[src/rtl/uart_pkg.sv]
// ---------------------------------------------------------------------------
// uart_pkg
// Shared definitions for the UART transmit arbiter slice.
//   FRAME_BITS     : bits per UART frame (start + 8 data + stop)
//   arb_state_t    : arbiter state encoding
//   recoverClocks(): length of the post-reset guard interval in clocks
// ---------------------------------------------------------------------------
package uart_pkg;

  localparam int FRAME_BITS = 10;

  typedef enum logic [2:0] {
    ST_RECOVER = 3'd0,
    ST_IDLE    = 3'd1,
    ST_ACCEPT  = 3'd2,
    ST_SEND    = 3'd3,
    ST_WAIT    = 3'd4
  } arb_state_t;

  // One full frame plus one clock, so a frame the transmitter was already
  // shifting when reset hit has certainly left the line.
  function automatic int recoverClocks(input int clocksPerBit);
    return FRAME_BITS * clocksPerBit + 1;
  endfunction

endpackage

[src/rtl/rr_pick.sv]
// ---------------------------------------------------------------------------
// rr_pick
// Combinational round-robin picker.
//   i_request : request vector, one bit per requester
//   i_pointer : index of the requester served last
//   o_grant   : one-hot winner, searching from i_pointer+1 modulo requesters
//   o_valid   : high when any request was found
// ---------------------------------------------------------------------------
module rr_pick #(
  parameter int requesters = 2,
  parameter int ptrWidth   = $clog2(requesters)
) (
  input  logic [requesters-1:0] i_request,
  input  logic [ptrWidth-1:0]   i_pointer,
  output logic [requesters-1:0] o_grant,
  output logic                  o_valid
);

  // Walk the candidates in priority order (pointer+1, pointer+2, ...) and
  // keep the first one that is requesting. Both loop bounds are constants,
  // so this unrolls into a small priority network.
  always_comb begin
    o_grant = '0;
    o_valid = 1'b0;
    for (int k = 1; k <= requesters; k++) begin
      for (int j = 0; j < requesters; j++) begin
        if (!o_valid && i_request[j] &&
            (((int'(i_pointer) + k) % requesters) == j)) begin
          o_grant[j] = 1'b1;
          o_valid    = 1'b1;
        end
      end
    end
  end

endmodule

[src/rtl/uart_tx_arbiter.sv]
// ---------------------------------------------------------------------------
// uart_tx_arbiter
// Shares one UART transmitter between several packet sources, granting a
// whole packet at a time in round-robin order.
//   clock, reset          : clock (posedge), asynchronous active-high reset
//   req_valid/data/last   : per-requester byte stream, requester i in
//                           req_data[8i+7:8i]
//   req_ready             : byte accepted when valid & ready
//   grant                 : one-hot current packet owner, zero when none
//   uart_send, uart_byte  : start pulse and byte for the transmitter
//   uart_done             : end-of-frame pulse from the transmitter
//   busy                  : arbiter not idle
//   aborted               : one-cycle pulse when a packet times out
// ---------------------------------------------------------------------------
module uart_tx_arbiter
  import uart_pkg::*;
#(
  parameter int requesters     = 2,
  parameter int clocks_per_bit = 1,
  parameter int timeout_clocks = 1024
) (
  input  logic                    clock,
  input  logic                    reset,
  input  logic [requesters-1:0]   req_valid,
  input  logic [8*requesters-1:0] req_data,
  input  logic [requesters-1:0]   req_last,
  output logic [requesters-1:0]   req_ready,
  output logic [requesters-1:0]   grant,
  output logic                    uart_send,
  output logic [7:0]              uart_byte,
  input  logic                    uart_done,
  output logic                    busy,
  output logic                    aborted
);

  localparam int PTR_W          = $clog2(requesters);
  localparam int RECOVER_CLOCKS = recoverClocks(clocks_per_bit);
  localparam int RCW            = $clog2(RECOVER_CLOCKS + 1);
  localparam int TCW            = $clog2(timeout_clocks + 1);

  localparam logic [RCW-1:0]   RECOVER_LAST = RCW'(RECOVER_CLOCKS - 1);
  localparam logic [TCW-1:0]   TIMEOUT_LAST = TCW'(timeout_clocks - 1);
  localparam logic [PTR_W-1:0] PTR_RESET    = PTR_W'(requesters - 1);

  arb_state_t              r_state;
  arb_state_t              w_nextState;
  logic [PTR_W-1:0]        r_pointer;
  logic [requesters-1:0]   r_grant;
  logic [7:0]              r_byte;
  logic                    r_last;
  logic [RCW-1:0]          r_recoverCount;
  logic [TCW-1:0]          r_timeoutCount;

  logic [requesters-1:0]   w_pickGrant;
  logic                    w_pickValid;
  logic [PTR_W-1:0]        w_grantIdx;
  logic [7:0]              w_grantData;
  logic                    w_grantLast;
  logic                    w_grantValid;
  logic                    w_recoverDone;
  logic                    w_timeoutHit;

  rr_pick #(
    .requesters(requesters),
    .ptrWidth  (PTR_W)
  ) u_pick (
    .i_request(req_valid),
    .i_pointer(r_pointer),
    .o_grant  (w_pickGrant),
    .o_valid  (w_pickValid)
  );

  // Select the granted requester's lane. Only the owner's inputs are ever
  // looked at here, so other requesters cannot disturb a packet in flight.
  always_comb begin
    w_grantIdx   = '0;
    w_grantData  = '0;
    w_grantLast  = 1'b0;
    w_grantValid = 1'b0;
    for (int j = 0; j < requesters; j++) begin
      if (r_grant[j]) begin
        w_grantIdx   = PTR_W'(j);
        w_grantData  = req_data[8*j +: 8];
        w_grantLast  = req_last[j];
        w_grantValid = req_valid[j];
      end
    end
  end

  assign w_recoverDone = (r_recoverCount == RECOVER_LAST);
  assign w_timeoutHit  = (r_state == ST_ACCEPT) && !w_grantValid &&
                         (r_timeoutCount == TIMEOUT_LAST);

  // State register.
  always_ff @(posedge clock or posedge reset) begin
    if (reset) begin
      r_state <= ST_RECOVER;
    end else begin
      r_state <= w_nextState;
    end
  end

  // Next-state logic. uart_done is only looked at in WAIT, so a stray pulse
  // anywhere else falls through to the hold default.
  always_comb begin
    w_nextState = r_state;
    case (r_state)
      ST_RECOVER: if (w_recoverDone) w_nextState = ST_IDLE;
      ST_IDLE:    if (w_pickValid)   w_nextState = ST_ACCEPT;
      ST_ACCEPT: begin
        if (w_grantValid)      w_nextState = ST_SEND;
        else if (w_timeoutHit) w_nextState = ST_IDLE;
      end
      ST_SEND:    w_nextState = ST_WAIT;
      ST_WAIT:    if (uart_done) w_nextState = r_last ? ST_IDLE : ST_ACCEPT;
      default:    w_nextState = ST_RECOVER;
    endcase
  end

  // Moore-style outputs decoded from the current state.
  always_comb begin
    req_ready = (r_state == ST_ACCEPT) ? r_grant : '0;
    uart_send = (r_state == ST_SEND);
    busy      = (r_state != ST_IDLE);
    aborted   = w_timeoutHit;
  end

  assign grant     = r_grant;
  assign uart_byte = r_byte;

  // Datapath: recovery and timeout counters, grant/pointer bookkeeping and
  // the byte latch. The timeout counter is zero whenever the state is not
  // ACCEPT, which clears it on every ACCEPT entry; accepting a byte leaves
  // ACCEPT, which clears it again.
  always_ff @(posedge clock or posedge reset) begin
    if (reset) begin
      r_pointer      <= PTR_RESET;
      r_grant        <= '0;
      r_byte         <= '0;
      r_last         <= 1'b0;
      r_recoverCount <= '0;
      r_timeoutCount <= '0;
    end else begin
      r_recoverCount <= (r_state == ST_RECOVER) ? r_recoverCount + 1'b1 : '0;

      if ((r_state == ST_ACCEPT) && !w_grantValid && !w_timeoutHit) begin
        r_timeoutCount <= r_timeoutCount + 1'b1;
      end else begin
        r_timeoutCount <= '0;
      end

      if ((r_state == ST_IDLE) && w_pickValid) begin
        r_grant <= w_pickGrant;
      end else if ((w_nextState == ST_IDLE) &&
                   ((r_state == ST_ACCEPT) || (r_state == ST_WAIT))) begin
        r_pointer <= w_grantIdx;
        r_grant   <= '0;
      end

      if ((r_state == ST_ACCEPT) && w_grantValid) begin
        r_byte <= w_grantData;
        r_last <= w_grantLast;
      end
    end
  end

endmodule

[config.mk]
export PLATFORM = sky130hd
export DESIGN_NAME = uart_tx_arbiter
export DESIGN_NICKNAME = d
export VERILOG_FILES = /design/src/rtl/uart_pkg.sv /design/src/rtl/rr_pick.sv /design/src/rtl/uart_tx_arbiter.sv
export SDC_FILE = /design/constraint.sdc
export NUM_CORES = 1
export LEC_CHECK = 0
export CAP_MARGIN = 20
export CORE_AREA = 3 3 59 61
export CTS_BUF_LIST = sky130_fd_sc_hd__clkbuf_4 sky130_fd_sc_hd__clkbuf_8
export CTS_CLUSTER_SIZE = 28
export DETAILED_ROUTE_END_ITERATION = 16
export DIE_AREA = 0 0 62 64
export GPL_ROUTABILITY_DRIVEN = 1
export GPL_TIMING_DRIVEN = 0
export PLACE_DENSITY = 0.84
export SLEW_MARGIN = 20
export SYNTH_ARGS = -nofsm -noshare
export SYNTH_HDL_FRONTEND = slang
export SYNTH_SLANG_ARGS = --single-unit
[constraint.sdc]
create_clock -name clock -period 3.9 [get_ports clock]
set_input_delay 0.78 -clock clock [delete_from_list [all_inputs] [get_ports clock]]
set_output_delay 0.78 -clock clock [all_outputs]
set_load 0.1 [all_outputs]
# Yosys cells after proc, flatten, opt, wreduce, memory -nomap -nowiden
# Cells that the tools add are included.
[totals] ff_bits=30 inputBits=23 out_inout_bits=15 elab_cells=74
[op_classes] add_sub_neg=4 eq_ne=10 muxes=26 n_bitwise=3 reduce_logical=24
[op_table] operator="32-bit zero test" n=2
[op_table] operator="8-bit 2-to-1 mux" n=2
[op_table] operator="3-bit 2-to-1 mux" n=5
[op_table] operator="3-bit one-hot mux with 5 select lines" n=1
[op_table] operator="1-bit logical AND" n=13
[op_table] operator="1-bit 2-to-1 mux" n=12
[op_table] operator="11-bit by 1-bit adder with 11-bit output, second input constant" n=1
[op_table] operator="11-bit by 10-bit == test with 1-bit output, second input constant" n=1
[op_table] operator="11-bit 2-to-1 mux" n=1
[op_table] operator="2-bit 2-to-1 mux" n=4
[op_table] operator="3-bit by 1-bit == test with 1-bit output, second input constant" n=2
[op_table] operator="3-bit by 2-bit == test with 1-bit output, second input constant" n=2
[op_table] operator="1-bit zero test" n=5
[op_table] operator="4-bit by 1-bit adder with 4-bit output, second input constant" n=1
[op_table] operator="2-bit == test, second input constant" n=2
[op_table] operator="4-bit == test, second input constant" n=1
[op_table] operator="4-bit 2-to-1 mux" n=1
[op_table] operator="3-bit == test, second input constant" n=1
[op_table] operator="3-bit zero test" n=1
[op_table] operator="3-bit by 1-bit != test with 1-bit output, second input constant" n=1
[op_table] operator="1-bit adder, second input constant" n=2
[op_table] operator="1-bit bitwise AND, first input constant" n=2
[op_table] operator="2-bit AND reduction" n=1
[op_table] operator="2-bit nonzero test" n=1
[op_table] operator="2 further kinds" n=2

# Logic depth before layout (Yosys ltp)
[depth] depth_word=23 mapped_depth=7 ltp_nobuf=5

# Modules after synthesis
# A second synthesis with hierarchy kept.
[hier_totals] hier_cells=155 area_unflattened_um2=1559.0
[by_module_without_submodules] mod="uart_tx_arbiter" instances=1 cells_per_inst=151 area_per_inst_um2=1534.0 seq_area_each_um2=752.0
[by_module_without_submodules] mod="rr_pick" instances=1 cells_per_inst=4 area_per_inst_um2=25.0 seq_area_each_um2=0.0

# Least setup slack after synthesis
# OpenSTA, ideal clock, no wires.
[synth_timing] kind="register to output" start="register r_grant[0], in the netlist grant[0]" end="output aborted" arrival_ns=2.504 t_required_ns=3.120 slack_ns=0.616 stages_incl_launch_ff=4 n_path_buf=0 cell_sequence="dfrtp_1 -> nand3b_1 -> nand3_1 -> nor2_1"
[synth_via] elab_chain_len=5
[synth_rtl] item="start, declared" line_no="uart_tx_arbiter.sv:48" source="logic [requesters-1:0] r_grant;"
[synth_rtl] item="start signal, assigned" line_no="uart_tx_arbiter.sv:153" source="r_grant <= w_pickGrant;"
[synth_rtl] item="1-bit 2-to-1 mux (2 in a row)" line_no="uart_tx_arbiter.sv:81" source="if (r_grant[j]) begin"
[synth_rtl] item="1-bit zero test" line_no="uart_tx_arbiter.sv:91" source="assign w_timeoutHit = (r_state == ST_ACCEPT) && !w_grantValid &&"
[synth_rtl] item="1-bit logical AND (2 in a row)" line_no="uart_tx_arbiter.sv:91"
[synth_rtl] item="end, declared" line_no="uart_tx_arbiter.sv:33" source="output logic aborted"
# No other way between the ends.

# Worst setup path in the final report
[layout_timing] start="input req_valid[0]" end="output aborted"
[layout_via] elab_chain_len=5
[layout_rtl] item="start, declared" line_no="uart_tx_arbiter.sv:24" source="input logic [requesters-1:0] req_valid,"
[layout_rtl] item="1-bit 2-to-1 mux (2 in a row)" line_no="uart_tx_arbiter.sv:81"
[layout_rtl] item="1-bit zero test" line_no="uart_tx_arbiter.sv:91"
[layout_rtl] item="1-bit logical AND (2 in a row)" line_no="uart_tx_arbiter.sv:91"
# No other way between the ends.

==> reports/metrics.cfg <==
[global_route]
grt_usage_pct=20.0
grt_pass1_vias=1367
grt_max_degree=31
grt_pass1_wl_mm=5.91
grt_overflow=0
antenna_found_initial=0

[die]
fp.dieW_um=62
fp.coreArea_um2=3030
row_count=20
die_area_um2=3970
io_pins=38
fp.dieH_um=64
start_util_pct=53.8

[critical_path]
startpoint_type=input pin
reg2regPathDepth=7
crit_top_cell=clkdlybuf4s50_1
startpoint=req_valid[0]
cp_data_arrival_time_ns=2.92
critPathCaptureType=primary output
cp_top_family=buffers and inverters
cpPeakStageDelay_ns=1.14
worstSetupPathType=input pin to primary output
critPathRequiredTime_ns=3.12
r2r_slack_ns=1.92
slowest_stage=clkdlybuf4s50_1
path_cells=clkdlybuf4s50_1, nand3b_1, nand3_1, nor2_1, clkdlybuf4s50_1
crit_buf_inv=2
rr_endpoint=uart_byte[0]
worstSetupEndpoint=aborted
path_max_fanout=6
path_depth=5
regToRegStartpoint=r_state[0]

[pwr]
totalPowerFinal_uw=611
ir_drop_mv=0.265
power_density_nw_per_um2=289
p_leak_uw=0.000898

[min_path]
min_path_type=flop to flop
hold_path.startpoint=r_timeoutCount[0]
min_path_cells=1

[placement]
dpl.hpwl_mm=2.68
dpl.cell_count=253
gp_congestion=0.893
port_buffers=37

[synth]
yosysTopAreaCellShare_pct=44.6
syn_nets=198
syn_inst=172
synth_compound_area_share_pct=17.3
synthMuxAreaShare_pct=0
yosysTopAreaCell=dfrtp_1
synthAdderAreaFrac_pct=2.31
syn_area_um2=1630
synth_top_family_by_area=simple AND/OR/NAND/NOR gates
synth-seq-area-share_pct=46.2
synth.avg_cell_area_um2=9.46
yosys.area_share.xor_xnor_pct=5.38
ys_seq_elements=30
synth.area.top_cells=dfrtp_1 45%, nor2_1 7.1%, a22oi_1 5.1%, a21oi_1 3.7%, xor2_1 3.2%
synthSimpleGateAreaFrac_pct=24.0
ys_warn_count=0
synth_cell_type_count=43

[final_layout]
drive_gt1_share_pct=11.5
antenna_cells=0
layout_common_cells=37 x clkdlybuf4s50_1, 31 x nor2_1, 29 x dfrtp_1, 12 x a21oi_1, 11 x a22oi_1
num-fill-cells=240
final_cells=261
syn_to_final_growth_pct=30.1
final_common_cell=clkdlybuf4s50_1
nNetsFinal=242

[cts]
clock_path_buffers=2
clkLatencyLatePin_ns=0.32
cts_max_level=2
cts_hold_buffers=0
post_cts_resized=0
ctsRootBufferMaster=clkbuf_4
postCtsSetupBuffers=0
numCtsBuffers=5
cts.sinks=30
cts_tree=yes
path_clk_slew_ns=0.09

[timing]
skew_ns=0.00907
post-route-min-period_ns=3.70
setup-violations-final=0
hold_violations=0
fin_crit_sh_pct=94.8
finalMaxSlewViolations=0
tightestPinTransition_ns=0.987
setup_tns_ns=0
rsz0062_at_grt=false
fmax_ghz=0.271
max-slew-margin-rel_pct=34.0

[run]
cap_violations=0

[status]
outcome=complete, no violations

[drt]
route.vias.total=1394
vias_per_cell=5.34
first_pass_iters=4
ant_nets=0
drc=0
wl_per_cell_um=13.5
first_iter_violations=62
wl_mm=3.53

state kept, by name, summed over array words and instances, names as in the netlist:
name and count:
r_timeoutCount 11, r_state 3, r_pointer 1, r_last 1
uart_byte 8, r_recoverCount 4, grant 2
routing by layer:
layer,global-route usage [%],part of all wire (%),vias up
met5,0,0,-
met4,6.90,0.54,0
met3,6.67,5.2,2
met2,31.5,52,35
met1,25.0,42,668
li1,-,-,689
per-stage QoR:
stage	utilization, %	worst slack (ns)	instance area [um2]	hold slack [ns]
floorplan	-	0.616	1630	0.424
detailed placement	67.8	0.206	2050	0.452
global route	69.9	0.0874	2120	0.480
finish	69.9	0.203	2120	0.460
CTS	69.9	0.198	2120	0.465
global placement	67.8	0.206	2050	0.438
power breakdown:
group	switching (uW)	leakage, uW	internal (uW)
Combinational	32.9	0.000457	41.0
Sequential	18.1	0.000406	328
Clock	105	0.0000343	86.5
layout make-up:
| cell class | count | area [um2] | share of cell area, % |
|---|---|---|---|
| well taps | 44 | 55.1 | 2.60 |
| plain buffers | 8 | 45.0 | 2.13 |
| multi-input cells | 125 | 797 | 37.6 |
| repair buffers | 37 | 370 | 17.5 |
| inverters | 9 | 33.8 | 1.60 |
| clock inverters | 2 | 12.5 | 0.591 |
| flip-flops and latches | 30 | 752 | 35.5 |
| clock buffers | 6 | 51.3 | 2.42 |
Yosys cell counts (all sizes together):
library cell	instances
ha	3
nand4	3
o211ai	1
nor2b	2
nor3b	2
or2b	1
or4	1
dfstp	1
o22ai	2
a21oi	12
dfrtp	29
o21ai	3
a2111oi	1
buf	7
o31ai	1
a31o	1
a2111o	1
nor4b	1
nand3	7
and4bb	1
nand3b	4
a31oi	1
a21o	1
a221o	1
o21ba	1
nand2b	1
xor2	6
and3	3
xnor2	4
a21boi	2
or3b	1
or4b	1
nand2	9
nor2	31
inv	9
a22oi	11
nor3	2
clkbuf	1
and2	3
worst min-delay path by stage:
stage	end	slack [ns]
floorplan	r_timeoutCount[0]	0.42
global placement	r_timeoutCount[0]	0.44
detailed placement	r_timeoutCount[0]	0.45
CTS	r_timeoutCount[0]	0.47
global route	r_timeoutCount[0]	0.48
finish	r_timeoutCount[0]	0.46
worst register-to-register path, delay by kind of cell (launching register included):
family	cells	cell delay, ns
simple gates	2	0.45
flops	1	0.37
buf+inv	3	0.68
compound gates	2	0.41
kinds of logic after synthesis:
kind of cell,after synthesis
adder cells (fa/ha/maj),3
AO/OA/AOI/OAI,39
XOR/XNOR,10
flip-flops,30
AND/OR/NAND/NOR,73
buffers and inverters,17
(Power assumes the default switching activity.)
